$ cat config.mk
export PLATFORM = sky130hd
export DESIGN_NAME = mem_arbiter
export DESIGN_NICKNAME = d
export VERILOG_FILES = /design/src/rtl/mem_arbiter.sv
export SDC_FILE = /design/constraint.sdc
export NUM_CORES = 1
export LEC_CHECK = 0
export CORE_AREA = 2 2 120 122
export DETAILED_ROUTE_END_ITERATION = 6
export DIE_AREA = 0 0 122 124
export PLACE_DENSITY = 0.77
export SYNTH_ARGS = -nofsm -noshare
export SYNTH_HDL_FRONTEND = slang
export SYNTH_SLANG_ARGS = --single-unit
$ cat constraint.sdc
create_clock -name clk_i -period 3.3 [get_ports clk_i]
set_clock_uncertainty 0.05 [all_clocks]
set_input_delay 0.33 -clock clk_i [delete_from_list [all_inputs] [get_ports clk_i]]
set_output_delay 0.33 -clock clk_i [all_outputs]
set_load 0.005 [all_outputs]
$ cat src/rtl/mem_arbiter.sv
// Arbitrates one fixed-latency word memory between instruction fetch and load/store.
// Optional MEM_ARB_PERF_EN adds grant and conflict counters.
module mem_arbiter #(
    parameter int ADDR_W     = 12,
    parameter int MEM_LAT    = 1,
    parameter int STARVE_MAX = 4
) (
    input  logic              clk_i,
    input  logic              rst_i,
    input  logic              if_valid_i,
    output logic              if_ready_o,
    input  logic [31:0]       if_addr_i,
    output logic              if_rsp_valid_o,
    output logic [31:0]       if_rsp_data_o,
    output logic              if_rsp_err_o,
    input  logic              ls_valid_i,
    output logic              ls_ready_o,
    input  logic              ls_we_i,
    input  logic [1:0]        ls_size_i,
    input  logic              ls_unsigned_i,
    input  logic [31:0]       ls_addr_i,
    input  logic [31:0]       ls_wdata_i,
    output logic              ls_rsp_valid_o,
    output logic [31:0]       ls_rsp_data_o,
    output logic              ls_rsp_err_o,
`ifdef MEM_ARB_PERF_EN
    output logic [31:0]       perf_if_cnt_o,
    output logic [31:0]       perf_ls_cnt_o,
    output logic [31:0]       perf_conflict_cnt_o,
`endif
    output logic              mem_en_o,
    output logic              mem_we_o,
    output logic [3:0]        mem_be_o,
    output logic [ADDR_W-3:0] mem_addr_o,
    output logic [31:0]       mem_wdata_o,
    input  logic [31:0]       mem_rdata_i
);
    localparam int CW = $clog2(STARVE_MAX + 1);
    localparam int LW = $clog2(MEM_LAT + 1);

    typedef enum logic [1:0] {IDLE, ISSUE, WAIT, RESP} state_t;

    state_t            state_q;
    logic [CW-1:0]     starve_q;
    logic [LW-1:0]     lat_q;
    logic              is_ls_q, we_q, uns_q, err_q;
    logic [1:0]        size_q, addr_lo_q;
    logic              mem_en_q, mem_we_q;
    logic [3:0]        mem_be_q;
    logic [ADDR_W-3:0] mem_addr_q;
    logic [31:0]       mem_wdata_q;
    logic              if_rsp_valid_q, if_rsp_err_q, ls_rsp_valid_q, ls_rsp_err_q;
    logic [31:0]       if_rsp_data_q, ls_rsp_data_q;

    logic        force_if, grant_ls, grant_if;
    logic [31:0] sel_addr, req_wdata, shifted, load_ext;
    logic [1:0]  sel_size;
    logic        misal;
    logic [3:0]  req_be;
    logic        unused_hi;

    // LS wins unless IF has already lost STARVE_MAX arbitrations in a row.
    always_comb begin
        force_if = if_valid_i && (starve_q == CW'(STARVE_MAX));
        grant_ls = (state_q == IDLE) && ls_valid_i && !force_if;
        grant_if = (state_q == IDLE) && if_valid_i && !grant_ls;
        sel_addr = grant_ls ? ls_addr_i : if_addr_i;
        sel_size = grant_ls ? ls_size_i : 2'b10;
        case (sel_size)
            2'b00:   misal = 1'b0;
            2'b01:   misal = sel_addr[0];
            2'b10:   misal = (sel_addr[1:0] != 2'b00);
            default: misal = 1'b1;
        endcase
        req_be    = 4'b0000;
        req_wdata = 32'h0;
        if (grant_ls && ls_we_i) begin
            case (ls_size_i)
                2'b00: begin
                    req_be    = 4'b0001 << sel_addr[1:0];
                    req_wdata = {4{ls_wdata_i[7:0]}};
                end
                2'b01: begin
                    req_be    = sel_addr[1] ? 4'b1100 : 4'b0011;
                    req_wdata = {2{ls_wdata_i[15:0]}};
                end
                default: begin
                    req_be    = 4'b1111;
                    req_wdata = ls_wdata_i;
                end
            endcase
        end
    end

    assign unused_hi = ^sel_addr[31:ADDR_W];

    always_comb begin
        shifted = mem_rdata_i >> {addr_lo_q, 3'b000};
        case (size_q)
            2'b00:   load_ext = {{24{~uns_q & shifted[7]}}, shifted[7:0]};
            2'b01:   load_ext = {{16{~uns_q & shifted[15]}}, shifted[15:0]};
            default: load_ext = shifted;
        endcase
        if (we_q)
            load_ext = 32'h0;
    end

    always_ff @(posedge clk_i) begin
        if (rst_i) begin
            state_q        <= IDLE;
            starve_q       <= '0;
            lat_q          <= '0;
            is_ls_q        <= 1'b0;
            we_q           <= 1'b0;
            uns_q          <= 1'b0;
            err_q          <= 1'b0;
            size_q         <= 2'b00;
            addr_lo_q      <= 2'b00;
            mem_en_q       <= 1'b0;
            mem_we_q       <= 1'b0;
            mem_be_q       <= 4'b0000;
            mem_addr_q     <= '0;
            mem_wdata_q    <= 32'h0;
            if_rsp_valid_q <= 1'b0;
            if_rsp_err_q   <= 1'b0;
            if_rsp_data_q  <= 32'h0;
            ls_rsp_valid_q <= 1'b0;
            ls_rsp_err_q   <= 1'b0;
            ls_rsp_data_q  <= 32'h0;
        end else begin
            if_rsp_valid_q <= 1'b0;
            if_rsp_err_q   <= 1'b0;
            if_rsp_data_q  <= 32'h0;
            ls_rsp_valid_q <= 1'b0;
            ls_rsp_err_q   <= 1'b0;
            ls_rsp_data_q  <= 32'h0;
            case (state_q)
                IDLE: begin
                    if (!if_valid_i || grant_if)
                        starve_q <= '0;
                    else if (grant_ls && starve_q != CW'(STARVE_MAX))
                        starve_q <= starve_q + CW'(1);
                    if (grant_ls || grant_if) begin
                        is_ls_q     <= grant_ls;
                        we_q        <= grant_ls && ls_we_i;
                        uns_q       <= grant_ls && ls_unsigned_i;
                        size_q      <= sel_size;
                        addr_lo_q   <= sel_addr[1:0];
                        err_q       <= misal;
                        mem_en_q    <= !misal;
                        mem_we_q    <= !misal && grant_ls && ls_we_i;
                        mem_be_q    <= misal ? 4'b0000 : req_be;
                        mem_addr_q  <= misal ? '0 : sel_addr[ADDR_W-1:2];
                        mem_wdata_q <= misal ? 32'h0 : req_wdata;
                        state_q     <= ISSUE;
                    end
                end
                ISSUE: begin
                    mem_en_q    <= 1'b0;
                    mem_we_q    <= 1'b0;
                    mem_be_q    <= 4'b0000;
                    mem_addr_q  <= '0;
                    mem_wdata_q <= 32'h0;
                    lat_q       <= '0;
                    if (err_q) begin
                        if_rsp_valid_q <= !is_ls_q;
                        if_rsp_err_q   <= !is_ls_q;
                        ls_rsp_valid_q <= is_ls_q;
                        ls_rsp_err_q   <= is_ls_q;
                        state_q        <= RESP;
                    end else begin
                        state_q <= WAIT;
                    end
                end
                WAIT: begin
                    if (lat_q == LW'(MEM_LAT - 1)) begin
                        if_rsp_valid_q <= !is_ls_q;
                        if_rsp_data_q  <= is_ls_q ? 32'h0 : mem_rdata_i;
                        ls_rsp_valid_q <= is_ls_q;
                        ls_rsp_data_q  <= is_ls_q ? load_ext : 32'h0;
                        state_q        <= RESP;
                    end else begin
                        lat_q <= lat_q + LW'(1);
                    end
                end
                default: state_q <= IDLE;
            endcase
        end
    end

`ifdef MEM_ARB_PERF_EN
    logic [31:0] perf_if_q, perf_ls_q, perf_conf_q;
    always_ff @(posedge clk_i) begin
        if (rst_i) begin
            perf_if_q   <= 32'h0;
            perf_ls_q   <= 32'h0;
            perf_conf_q <= 32'h0;
        end else begin
            perf_if_q   <= perf_if_q + {31'h0, grant_if};
            perf_ls_q   <= perf_ls_q + {31'h0, grant_ls};
            perf_conf_q <= perf_conf_q + {31'h0, (state_q == IDLE) && if_valid_i && ls_valid_i};
        end
    end
    assign perf_if_cnt_o       = perf_if_q;
    assign perf_ls_cnt_o       = perf_ls_q;
    assign perf_conflict_cnt_o = perf_conf_q;
`endif

    assign if_ready_o     = grant_if;
    assign ls_ready_o     = grant_ls;
    assign mem_en_o       = mem_en_q;
    assign mem_we_o       = mem_we_q;
    assign mem_be_o       = mem_be_q;
    assign mem_addr_o     = mem_addr_q;
    assign mem_wdata_o    = mem_wdata_q;
    assign if_rsp_valid_o = if_rsp_valid_q;
    assign if_rsp_data_o  = if_rsp_data_q;
    assign if_rsp_err_o   = if_rsp_err_q;
    assign ls_rsp_valid_o = ls_rsp_valid_q;
    assign ls_rsp_data_o  = ls_rsp_data_q;
    assign ls_rsp_err_o   = ls_rsp_err_q;
endmodule
==> results of run 1 <==
[report_power, final]
group          total, W  switching, W  internal, W
clock           0.00197      0.000673      0.00130
combinational   0.00160      0.000870     0.000730
sequential      0.00182      0.000103      0.00171
total           0.00539       0.00165      0.00374
[cell families after synthesis]
family / synth area share [%]
buffers and inverters: 4.63
XOR/XNOR: 0.324
adder cells (fa/ha/maj): 1.62
AO/OA/AOI/OAI: 16.9
flip-flops: 47.8
multiplexers: 13.0
AND/OR/NAND/NOR: 15.8
[state kept, by name, indices dropped and copies added (netlist names), 2 cells and up]
register       count
addr_lo_q          2
mem_be_o           4
starve_q           3
mem_wdata_o       32
if_rsp_data_o     32
ls_rsp_data_o     32
state_q            2
size_q             2
mem_addr_o        10
[worst max-delay path by stage]
stage / end / slack [ns] / cells after the start
after floorplan: mem_wdata_o[21] / 1.57 / 7
after global routing: mem_addr_o[6] / 0.42 / 5
after global placement: mem_addr_o[9] / 0.76 / 4
final: ls_ready_o / 0.65 / 5
after CTS: ls_ready_o / 0.61 / 5
after detailed placement: mem_addr_o[4] / 0.61 / 5
[cells in the mapped netlist (3+ instances only)]
master / instances / area [sq um]
a211oi_1: 8 / 60.1
and2_1: 40 / 250
mux2i_1: 50 / 500
nor2b_1: 5 / 31.3
clkbuf_1: 25 / 93.8
or3_1: 16 / 100
o21a_1: 3 / 22.5
dfxtp_1: 129 / 2580
ha_1: 7 / 87.6
nand2_1: 43 / 161
mux2_2: 16 / 180
nor3_1: 7 / 35.0
buf_2: 11 / 55.1
inv_1: 15 / 56.3
nor2_1: 45 / 169
o31a_1: 16 / 140
a22oi_1: 3 / 22.5
a21oi_1: 43 / 215
nand2b_1: 3 / 18.8
o21ai_0: 57 / 285
buf_1: 4 / 15.0
[area by class of cell]
type                       count  share of cell area, %
inverter                      15                  0.679
multi-input combinational    395                   31.2
tap                          180                   2.71
sequential                   129                   31.1
timing repair buffer         226                   26.8
clock buffer                  22                   5.60
clock inverter                10                   1.90
[through the flow]
step                      setup slack [ns]  utilization, %  hold WS [ns]  total power, W  instance area (sq um)
final                                0.653            60.5         0.279         0.00539                   8300
after global routing                 0.415            60.5         0.283         0.00566                   8300
after CTS                            0.610            60.5         0.253         0.00542                   8300
after detailed placement             0.607            55.9         0.393         0.00343                   7670
after global placement               0.759            55.9         0.385         0.00339                   7670
after floorplan                       1.57               -         0.387         0.00283                   5410
[metal layers]
layer | vias to the layer above | part of all wire (%) | global-route usage [%]
met5 | - | 0 | 0
met3 | 33 | 10 | 8.06
met4 | 0 | 2.7 | 9.70
li1 | 2430 | - | -
met2 | 243 | 47 | 36.8
met1 | 2355 | 40 | 24.0
[worst max-delay path: cells and delay by family (launching register included)]
family	cells	cell delay, ns
buffers and inverters	2	0.67
AND/OR/NAND/NOR	2	0.47
adder cells (fa/ha/maj)	1	0.38
flip-flops	1	0.34
==> results.py, run 1 <==
metrics = {
    "yosys": {
        "syn-cell-area_sq_um": 5410,
        "number_of_flops_mapped_to_enable_cells_by_yosys": 0,
        "synth.yosys.warnings": 0,
        "synth_flop_cell": "dfxtp_1",
        "synth-seq-area-share_pct": 47.8,
        "synthesis.instances": 582,
        "asyncSetResetFlopFracSynth_pct": 0,
        "seq_cells_post_synth": 129,
        "synthDistinctLibCells": 49,
        "synth_nets": 725,
        "synth.avg_cell_area_sq_um": 9.29,
    },
    "layout": {
        "fillers": 1132,
        "post_layout_nonfiller_instances": 977,
        "insertedDiodeCount": 0,
        "final_cell_mix": "clkdlybuf4s50_1, dfxtp_1, o21ai_0, mux2i_1",
        "layout.area.seq_sq_um": 2580,
        "multi_input_comb_area_sq_um": 2580,
        "mostFrequentLayoutCell": "clkdlybuf4s50_1",
        "drive_above_1_share_pct": 8.91,
        "area_delta_synth_final_pct": 53.4,
        "fin_nets": 927,
    },
    "run": {
        "maximum_capacitance_violations": 0,
    },
    "sta": {
        "timing_max_transition_violations_final": 0,
        "hold_violations": 0,
        "worst_slew_pin_slew_ns": 1.16,
        "timing.slew.headroom_pct": 21.6,
        "achievable-frequency_mhz": 378,
        "fin_crit_sh_pct": 80.2,
        "final_period_minus_worst_setup_slack_ns": 2.65,
        "finalSetupTns_ns": 0,
        "unrepaired_setup_endpoints_after_global_routing": "false",
        "setup_violations": 0,
    },
    "worst_setup_path": {
        "rr_worst_depth": 5,
        "endpoint_kind_of_the_worst_setup_timing_path": "primary output",
        "arrival_ns": 2.27,
        "timing.critical_path.required_ns": 2.92,
        "cp_slowest_cell": "clkdlybuf4s50_1",
        "critical_path_peak_fanout": 11,
        "worst_setup_path_startpoint": "state_q[0]",
        "worst_path_largest_cell_delay_ns": 0.55,
        "path_class": "reg2out",
        "timing.reg2reg.setup_slack_ns": 0.71,
        "worstReg2RegStart": "state_q[0]",
        "worstPathCellList": "inv_1 > ha_1 > nand2_1 > nor2_2 > clkdlybuf4s50_1",
        "worst_setup_path_start_kind": "register",
        "r2r-end": "mem_addr_o[4]",
    },
    "clock_network": {
        "cts_setup_buffers": 0,
        "cts_tree": "done",
        "max-clock-path-buffers": 2,
        "cts-buffers-inserted": 17,
        "cts-root-buf": "clkbuf_16",
        "cts_max_level": 4,
        "clock-sinks": 129,
        "cts_repair_resize_count": 0,
        "worstSkewPairLatency_ns": 0.41,
        "clk_transition_reported_paths_ns": 0.05,
        "postCtsHoldBufs": 0,
    },
    "die": {
        "initial_cell_density_of_the_core_pct": 39.4,
        "die_x_um": 122,
        "die_area_sq_um": 15100,
        "rows": 43,
        "coreArea_sq_um": 13700,
        "io_pins": 254,
        "fp.dieH_um": 124,
    },
    "global_route": {
        "congestion_overflow_gr": 0,
        "track_usage_pct": 21.6,
        "first_global_vias": 5068,
        "number_of_antenna_violations_at_the_first_check_in_global_routing": 0,
        "grt_start_max_net_pins": 36,
        "grt_pass1_wl_mm": 25.3,
    },
    "routing": {
        "post_drt_via_cell_ratio": 5.18,
        "totalWireLength_mm": 16.1,
        "post-route-drc-count": 0,
        "detail_route.iter0.violations": 327,
        "drt.antenna.violating_nets": 0,
        "drt_pass1_iterations": 4,
        "wl_per_cell_um": 16.5,
        "routed-via-count": 5061,
    },
    "placed_design": {
        "place.detailed.instances": 945,
        "port_buffers": 213,
        "dp_hpwl_mm": 11.7,
        "final_weighted_congestion_in_routability_driven_placement": 0.934,
    },
    "pwr": {
        "vdd_drop_max_mv": 0.375,
        "power.leakage_nw": 3.11,
        "power_density_nw_per_um2": 649,
    },
    "worst_hold_path": {
        "worstHoldPathType": "in2reg",
        "min-delay-start": "rst_i",
        "hold-path-cell-count": 2,
        "holdPathEnd": "is_ls_q",
    },
    "status": {
        "status": "complete, no violations",
    },
}
No activity file was read; power rests on OpenSTA's default activity.
==> run 2: changes to the inputs <==
==> config.mk (replaced) <==
export PLATFORM = sky130hd
export DESIGN_NAME = mem_arbiter
export DESIGN_NICKNAME = d
export VERILOG_FILES = /design/src/rtl/mem_arbiter.sv
export SDC_FILE = /design/constraint.sdc
export NUM_CORES = 1
export LEC_CHECK = 0
export CORE_AREA = 2 2 124 126
export DETAILED_ROUTE_END_ITERATION = 6
export DIE_AREA = 0 0 126 128
export PLACE_DENSITY = 0.76
export SYNTH_ARGS = -nofsm -noshare
export SYNTH_HDL_FRONTEND = slang
export SYNTH_SLANG_ARGS = --single-unit
==> constraint.sdc (replaced) <==
create_clock -name clk_i -period 2.2 [get_ports clk_i]
set_clock_uncertainty 0.05 [all_clocks]
set_input_delay 0.22 -clock clk_i [delete_from_list [all_inputs] [get_ports clk_i]]
set_output_delay 0.22 -clock clk_i [all_outputs]
set_load 0.005 [all_outputs]
==> results.py, run 2 (same netlist as run 1, synthesis figures left out) <==
metrics = {
    "status": {
        "status": "complete, no violations",
    },
    "placed_design": {
        "final_weighted_congestion_in_routability_driven_placement": 0.850,
        "dp_hpwl_mm": 11.5,
        "preCtsSetupSlack_ns": 0.127,
        "place.detailed.instances": 965,
        "port_buffers": 213,
    },
    "layout": {
        "drive_above_1_share_pct": 11.7,
        "mostFrequentLayoutCell": "clkdlybuf4s50_1",
        "fillers": 1301,
        "post_layout_nonfiller_instances": 1000,
        "area_delta_synth_final_pct": 57.8,
        "final_core_area_utilization_pct": 57.4,
        "fin_nets": 941,
        "final_cell_mix": "clkdlybuf4s50_1, dfxtp_1, o21ai_0, mux2i_1",
    },
    "die": {
        "rows": 45,
        "coreArea_sq_um": 14900,
        "initial_cell_density_of_the_core_pct": 36.4,
        "fp.dieH_um": 128,
        "io_pins": 254,
        "die_x_um": 126,
        "die_area_sq_um": 16100,
    },
    "routing": {
        "detail_route.iter0.violations": 328,
        "drt.antenna.violating_nets": 0,
        "drt_pass1_iterations": 6,
        "wl_per_cell_um": 16.3,
        "totalWireLength_mm": 16.3,
        "post_drt_via_cell_ratio": 5.05,
        "routed-via-count": 5054,
        "post-route-drc-count": 0,
    },
    "global_route": {
        "congestion_overflow_gr": 0,
        "track_usage_pct": 19.9,
        "grt_start_max_net_pins": 38,
        "first_global_vias": 4773,
        "number_of_antenna_violations_at_the_first_check_in_global_routing": 0,
        "grt_pass1_wl_mm": 25.1,
    },
    "sta": {
        "timing_max_transition_violations_final": 0,
        "fin_crit_sh_pct": 95.6,
        "setup_violations": 0,
        "hold_violations": 0,
        "achievable-frequency_mhz": 476,
        "setup_ws_ns": 0.0977,
        "finalSetupTns_ns": 0,
        "unrepaired_setup_endpoints_after_global_routing": "false",
        "worst_slew_pin_slew_ns": 0.606,
        "final_period_minus_worst_setup_slack_ns": 2.10,
        "timing.slew.headroom_pct": 59.5,
    },
    "clock_network": {
        "max-clock-path-buffers": 2,
        "clk_transition_reported_paths_ns": 0.06,
        "clock-sinks": 129,
        "postCtsHoldBufs": 0,
        "cts-root-buf": "clkbuf_16",
        "worstSkewPairLatency_ns": 0.42,
        "cts_tree": "done",
        "cts-buffers-inserted": 17,
        "cts_max_level": 4,
    },
    "pwr": {
        "vdd_drop_max_mv": 0.655,
        "power_density_nw_per_um2": 1010,
        "power.leakage_nw": 3.22,
    },
    "worst_setup_path": {
        "timing.critical_path.required_ns": 1.93,
        "r2r-end": "mem_wdata_o[9]",
        "arrival_ns": 1.83,
        "endpoint_kind_of_the_worst_setup_timing_path": "primary output",
        "worst_setup_path_start_kind": "register",
        "timing.reg2reg.setup_slack_ns": 0.28,
        "worstReg2RegStart": "state_q[1]",
        "path_class": "reg2out",
        "critical_path_peak_fanout": 3,
        "rr_worst_depth": 7,
    },
    "worst_hold_path": {
        "holdPathEnd": "ls_rsp_err_o",
        "hold-path-cell-count": 3,
        "worstHoldPathType": "in2reg",
        "min-delay-start": "rst_i",
    },
    "run": {
        "maximum_capacitance_violations": 0,
    },
}
[run 2: cell types whose count changed in the layout (fill, tap and decap cells not counted), moves of 3 or more]
cell	delta
dfxtp_1	-3
clkbuf_1	-3
dfxtp_2	+3
inv_6	+3
clkinv_4	+3
clkinv_2	-3
buf_4	+11
[run 2: per-layer routing]
layer	vias to the layer above	share of wire [%]	global-route usage (%)
li1	2458	-	-
met1	2310	42	23.7
met2	257	46	32.1
met3	29	9.4	7.64
met4	0	2.1	8.53
met5	-	0	0
[run 2: repair_timing]
item,in CTS,in global routing
pin swaps,0,1
setup endpoints to repair,2,1
endpoints found under the hold margin,0,0
resized for setup,6,5
setup buffers,0,2
[run 2: critical path: stages, from the launching register on]
cell	delay (ns)
dfxtp_2	0.33
inv_1	0.05
ha_1	0.16
and3_4	0.20
nor2_4	0.04
nor2_1	0.10
clkdlybuf4s50_1	0.52
[run 2: final cells by class]
type / instances / area [sq um] / share of cell area [%]
antenna: 1 / 2.50 / 0.0293
sequential: 129 / 2590 / 30.3
multi-input combinational: 395 / 2610 / 30.6
timing repair buffer: 240 / 2360 / 27.6
tap: 188 / 235 / 2.76
inverter: 15 / 56.3 / 0.660
clock inverter: 15 / 255 / 2.99
clock buffer: 17 / 425 / 4.99
[run 2: worst max path at each step]
| stage | from | end | depth (start not counted) | slack [ns] |
|---|---|---|---|---|
| 2_1_floorplan | state_q[1] | mem_wdata_o[21] | 7 | 0.47 |
| 3_3_place_gp | mem_rdata_i[23] | ls_rsp_data_o[21] | 6 | 0.12 |
| 3_5_place_dp | mem_rdata_i[23] | ls_rsp_data_o[31] | 6 | 0.13 |
| 4_1_cts | state_q[0] | if_ready_o | 6 | 0.01 |
| 5_1_grt | starve_q[1] | if_ready_o | 6 | 0.008 |
| 6_report | starve_q[0] | if_ready_o | 6 | 0.1 |
[run 2: where the power goes]
| group | internal [W] | switching (W) | leakage (nW) |
|---|---|---|---|
| combinational | 0.00126 | 0.00136 | 1.86 |
| sequential | 0.00257 | 0.000151 | 1.05 |
| clock | 0.00214 | 0.00110 | 0.321 |
[run 2: stage by stage]
step	instance area [sq um]	hold WS, ns	power, W
final	8530	0.0973	0.00859
after global routing	8530	0.0984	0.00900
after CTS	8500	0.0880	0.00859
after detailed placement	7800	0.390	0.00530
after global placement	7800	0.378	0.00526
after floorplan	5410	0.292	0.00424
==> run 3: changes to the inputs <==
==> config.mk (replaced) <==
export PLATFORM = sky130hd
export DESIGN_NAME = mem_arbiter
export DESIGN_NICKNAME = d
export VERILOG_FILES = /design/src/rtl/mem_arbiter.sv
export SDC_FILE = /design/constraint.sdc
export NUM_CORES = 1
export LEC_CHECK = 0
export CORE_AREA = 2 2 160 99
export DETAILED_ROUTE_END_ITERATION = 6
export DIE_AREA = 0 0 162 101
export PLACE_DENSITY = 0.73
export SYNTH_ARGS = -nofsm -noshare
export SYNTH_HDL_FRONTEND = slang
export SYNTH_SLANG_ARGS = --single-unit
==> results.py, run 3 (same netlist as run 1, synthesis figures left out) <==
metrics = {
    "worst_setup_path": {
        "timing.reg2reg.setup_slack_ns": 0.27,
        "rr_worst_depth": 7,
        "cpLargestDelayFamily": "compound AO/OA/AOI/OAI gates",
        "arrival_ns": 2.19,
        "critical_path_peak_fanout": 11,
        "path_class": "reg2reg",
        "worst_path_largest_cell_delay_ns": 0.36,
        "critPathBufInv": 2,
        "worst_setup_path_start_kind": "register",
        "cp_slowest_cell": "o21ai_0",
        "endpoint_kind_of_the_worst_setup_timing_path": "register",
        "r2r-end": "mem_be_o[2]",
        "timing.critical_path.required_ns": 2.46,
        "worstPathCellList": "inv_1 > ha_4 > nand2_2 > buf_4 > o21ai_0 > a21boi_0 > o31ai_1",
        "worstReg2RegStart": "state_q[0]",
        "worst_setup_path_startpoint": "state_q[0]",
        "critical_path_cell_count": 7,
    },
    "routing": {
        "post-route-drc-count": 0,
        "routed-via-count": 4892,
        "post_drt_via_cell_ratio": 4.82,
        "drt_pass1_iterations": 5,
        "detail_route.iter0.violations": 329,
        "drt.antenna.violating_nets": 0,
        "totalWireLength_mm": 17.4,
        "wl_per_cell_um": 17.1,
    },
    "pwr": {
        "power.combinational.fraction_pct": 32.7,
        "power_density_nw_per_um2": 982,
        "internal-power_w": 0.00565,
        "vdd_drop_max_mv": 0.483,
        "reg_power_share_pct": 32.5,
        "total_power_w": 0.00834,
        "power.switching_fraction_pct": 32.2,
        "pwr-share-clk_pct": 34.9,
        "power.net_switching_w": 0.00269,
        "power.leakage_nw": 3.22,
    },
    "clock_network": {
        "cts_max_level": 4,
        "clk_transition_reported_paths_ns": 0.06,
        "clock-sinks": 129,
        "cts-root-buf": "clkbuf_16",
        "max-clock-path-buffers": 2,
        "postCtsHoldBufs": 0,
        "cts_tree": "done",
        "worstSkewPairLatency_ns": 0.40,
        "cts-buffers-inserted": 17,
    },
    "die": {
        "die_area_sq_um": 16400,
        "io_pins": 254,
        "fp.dieH_um": 101,
        "initial_cell_density_of_the_core_pct": 36.1,
        "rows": 35,
        "coreArea_sq_um": 15000,
        "die_x_um": 162,
    },
    "placed_design": {
        "place.detailed.instances": 982,
        "port_buffers": 213,
        "final_weighted_congestion_in_routability_driven_placement": 0.848,
        "dp_hpwl_mm": 13.1,
    },
    "global_route": {
        "track_usage_pct": 21.2,
        "number_of_antenna_violations_at_the_first_check_in_global_routing": 0,
        "congestion_overflow_gr": 0,
        "first_global_vias": 4690,
        "grt_start_max_net_pins": 35,
        "grt_pass1_wl_mm": 26.7,
    },
    "layout": {
        "insertedDiodeCount": 0,
        "mostFrequentLayoutCell": "clkdlybuf4s50_1",
        "fillers": 1348,
        "final_cell_mix": "clkdlybuf4s50_1, dfxtp_1, o21ai_0, mux2i_1",
        "drive_above_1_share_pct": 11.2,
        "post_layout_nonfiller_instances": 1014,
        "final_core_area_utilization_pct": 56.7,
        "area_delta_synth_final_pct": 57.1,
        "fin_nets": 941,
    },
    "worst_hold_path": {
        "holdPathEnd": "state_q[0]",
        "hold-path-cell-count": 2,
        "worstHoldPathType": "in2reg",
        "min-delay-start": "rst_i",
    },
    "sta": {
        "worst_slew_pin_slew_ns": 0.570,
        "fin_crit_sh_pct": 87.7,
        "setup_violations": 0,
        "timing_max_transition_violations_final": 0,
        "finalSetupTns_ns": 0,
        "achievable-frequency_mhz": 518,
        "final_period_minus_worst_setup_slack_ns": 1.93,
        "hold_violations": 0,
        "unrepaired_setup_endpoints_after_global_routing": "false",
        "timing.slew.headroom_pct": 61.9,
    },
    "status": {
        "status": "complete, no violations",
    },
    "run": {
        "maximum_capacitance_violations": 0,
    },
}
-- run 3: area by class of cell --
| class | instances | area [sq um] | area share, % |
|---|---|---|---|
| sequential | 129 | 2580 | 30.4 |
| clock buffer | 18 | 429 | 5.05 |
| inverter | 15 | 56.3 | 0.663 |
| tap | 203 | 254 | 2.99 |
| multi-input combinational | 395 | 2610 | 30.7 |
| timing repair buffer | 240 | 2380 | 28.0 |
| clock inverter | 14 | 183 | 2.15 |
-- run 3: worst max-delay path by stage --
stage                            endpoint  slack [ns]
after CTS                      if_ready_o        0.01
after floorplan           mem_wdata_o[21]        0.47
after global placement    mem_wdata_o[15]        0.20
after global routing          mem_be_o[2]        0.14
final                         mem_be_o[2]        0.27
after detailed placement    mem_addr_o[3]        0.14
-- run 3: worst reg2reg max path: cells and delay by family (launching register included) --
family | cells | cell delay, ns
AOI/OAI and AO/OA | 3 | 0.80
adders and majority gates | 1 | 0.23
buffers and inverters | 2 | 0.32
and+or+nand+nor | 1 | 0.10
DFF | 1 | 0.34
-- run 3: power groups by stage --
stage	Sequential (W)	Combinational (W)	Clock, W
CTS	0.00271	0.00271	0.00296
finish	0.00271	0.00272	0.00291
global route	0.00274	0.00297	0.00308
floorplan	0.00274	0.00151	0
detailed placement	0.00276	0.00265	0
global placement	0.00275	0.00262	0
-- run 3: per-layer routing --
metal  vias to the layer above  global-route usage (%)  routed length, um
met5                         -                       0                  0
met3                        12                    4.77               1140
li1                       2460                       -                  -
met2                       160                    29.0               6880
met4                         0                    5.24                146
met1                      2260                    33.1               9220
-- run 3: per-stage QoR --
step / hold slack (ns) / worst slack (ns) / area [sq um]
6_report: 0.0645 / 0.270 / 8490
3_3_place_gp: 0.384 / 0.197 / 7860
4_1_cts: 0.0449 / 0.0109 / 8490
5_1_grt: 0.0723 / 0.138 / 8490
2_1_floorplan: 0.292 / 0.467 / 5410
3_5_place_dp: 0.389 / 0.144 / 7860
-- run 3: repair_timing --
action,in CTS,in global routing
gates resized for setup,8,1
setup buffers,0,0
gates cloned,0,0
setup endpoints to repair,2,1
==> RTL edit: new RTL, config.mk and constraints of run 3 <==
`MEM_LAT`: 1 -> 2.
--- a/src/rtl/mem_arbiter.sv
+++ b/src/rtl/mem_arbiter.sv
@@ -2,7 +2,7 @@
 // Optional MEM_ARB_PERF_EN adds grant and conflict counters.
 module mem_arbiter #(
     parameter int ADDR_W     = 12,
-    parameter int MEM_LAT    = 1,
+    parameter int MEM_LAT    = 2,
     parameter int STARVE_MAX = 4
 ) (
     input  logic              clk_i,
Formal check against the unedited RTL: not equivalent (a bounded check fails within 4 cycles, from zero or initial values and one cycle with rst_i high).
==> RTL edit against run 3 <==
Via count down 3.8%; worst setup slack worse by 0.074 ns; cell area down 2.6%; sequential cell count up 2; area after synthesis down 2.2%; die area unchanged; wire length down 3.2%; total power down 8.0%; first-iteration DRC count down 16%; largest cell class is now flip-flops and latches; largest power group unchanged.
==> RTL edit: results (changes against run 3) <==
Outcome
  – Run status: finished clean

Power
  – Leakage: 0.00321 µW (-0.25%)
  – Seq. pwr: 2640 µW (-3%)

Hold path
  – Hold Path Depth: 3 (+1)
  – Worst Hold End: mem_addr_o[6]$_SDFFE_PP0P_

Global routing
  – Met2 usage: 31.6% (+2.6 points)
  – Met3 Track Usage GR: 4.90% (+0.12 points)
  – First-pass GRT wire length: 26000 µm (-3.0%)
  – Total GRT Usage: 20.5% (-0.76 points)
  – Pin count of the biggest net entering global routing: 49 (+40%)

Place
  – Hpwl dp: 12800 µm (-2.0%)
  – GPL Wtd Cong: 0.858 (+1.2%)
  – Placed insts: 945 (-3.8%)

Finish
  – Layout cells sized above 1: 11.5% (+0.31 points)
  – Storage cell area: 0.00263 mm² (+1.6%)
  – Nets: 905 (-3.8%)
  – Footprint of the multi-input gates: 0.00243 mm² (-6.5%)
  – Multi-In Gates: 369 (-6.6%)
  – Inverters, non-clock: 7 (-8)

Drt
  – Met2 WL: 7540 µm (+9.6%)
  – Detailed Route Iter0 Violations: 275 (-16%)
  – Metal-1 WL: 8220 µm (-11%)

Logic synthesis
  – Syn Nets: 687 (-5.2%)
  – Avg Synthesized Cell Area: 9.74 µm² (+4.8%)
  – Synth top area cells: dfxtp_1 50%, mux2i_1 8.5%, and2_1 4.7%
  – Sequential share of the synthesized area: 49.6% (+1.8 points)

Worst setup path
  – Data arrival, critical path: 1.73 ns (-0.46 ns)
  – Critical path's slowest cell: dfxtp_2
  – R2r endpoint: mem_wdata_o[10]$_SDFFE_PP0P_
==> RTL edit: changes by cell type after synthesis, sizes merged, moves of 8 or more <==
| cell | delta |
|---|---|
| a221o | +9 |
| and3 | +10 |
| buf | +8 |
| clkbuf | -15 |
| o21ai | -20 |
| inv | -8 |
| o31a | -16 |
| nand2 | +16 |
| a22o | +9 |
| or3 | -14 |
==> RTL edit: stage by stage <==
stage                     total power [µW]  setup slack (ns)
after floorplan                       4040             0.372
after global placement                4680             0.125
after detailed placement              4760            0.0511
after CTS                             7740            0.0206
after global routing                  8050            0.0683
final                                 7680             0.196
==> RTL edit: logic make-up after synthesis <==
group | count (synthesis) | share of synthesized area [%]
xor+xnor | 2 | 0.331
flops | 131 | 49.6
buf+inv | 43 | 4.66
fa+ha+maj | 8 | 1.89
mux | 55 | 10.6
simple gates | 184 | 17.5
compound gates | 120 | 15.4
==> RTL edit: timing repair <==
item                                    4_1_cts  5_1_grt
endpoints found under the setup margin        2        1
resized for setup                             4        2
hold endpoints to repair                      0        0
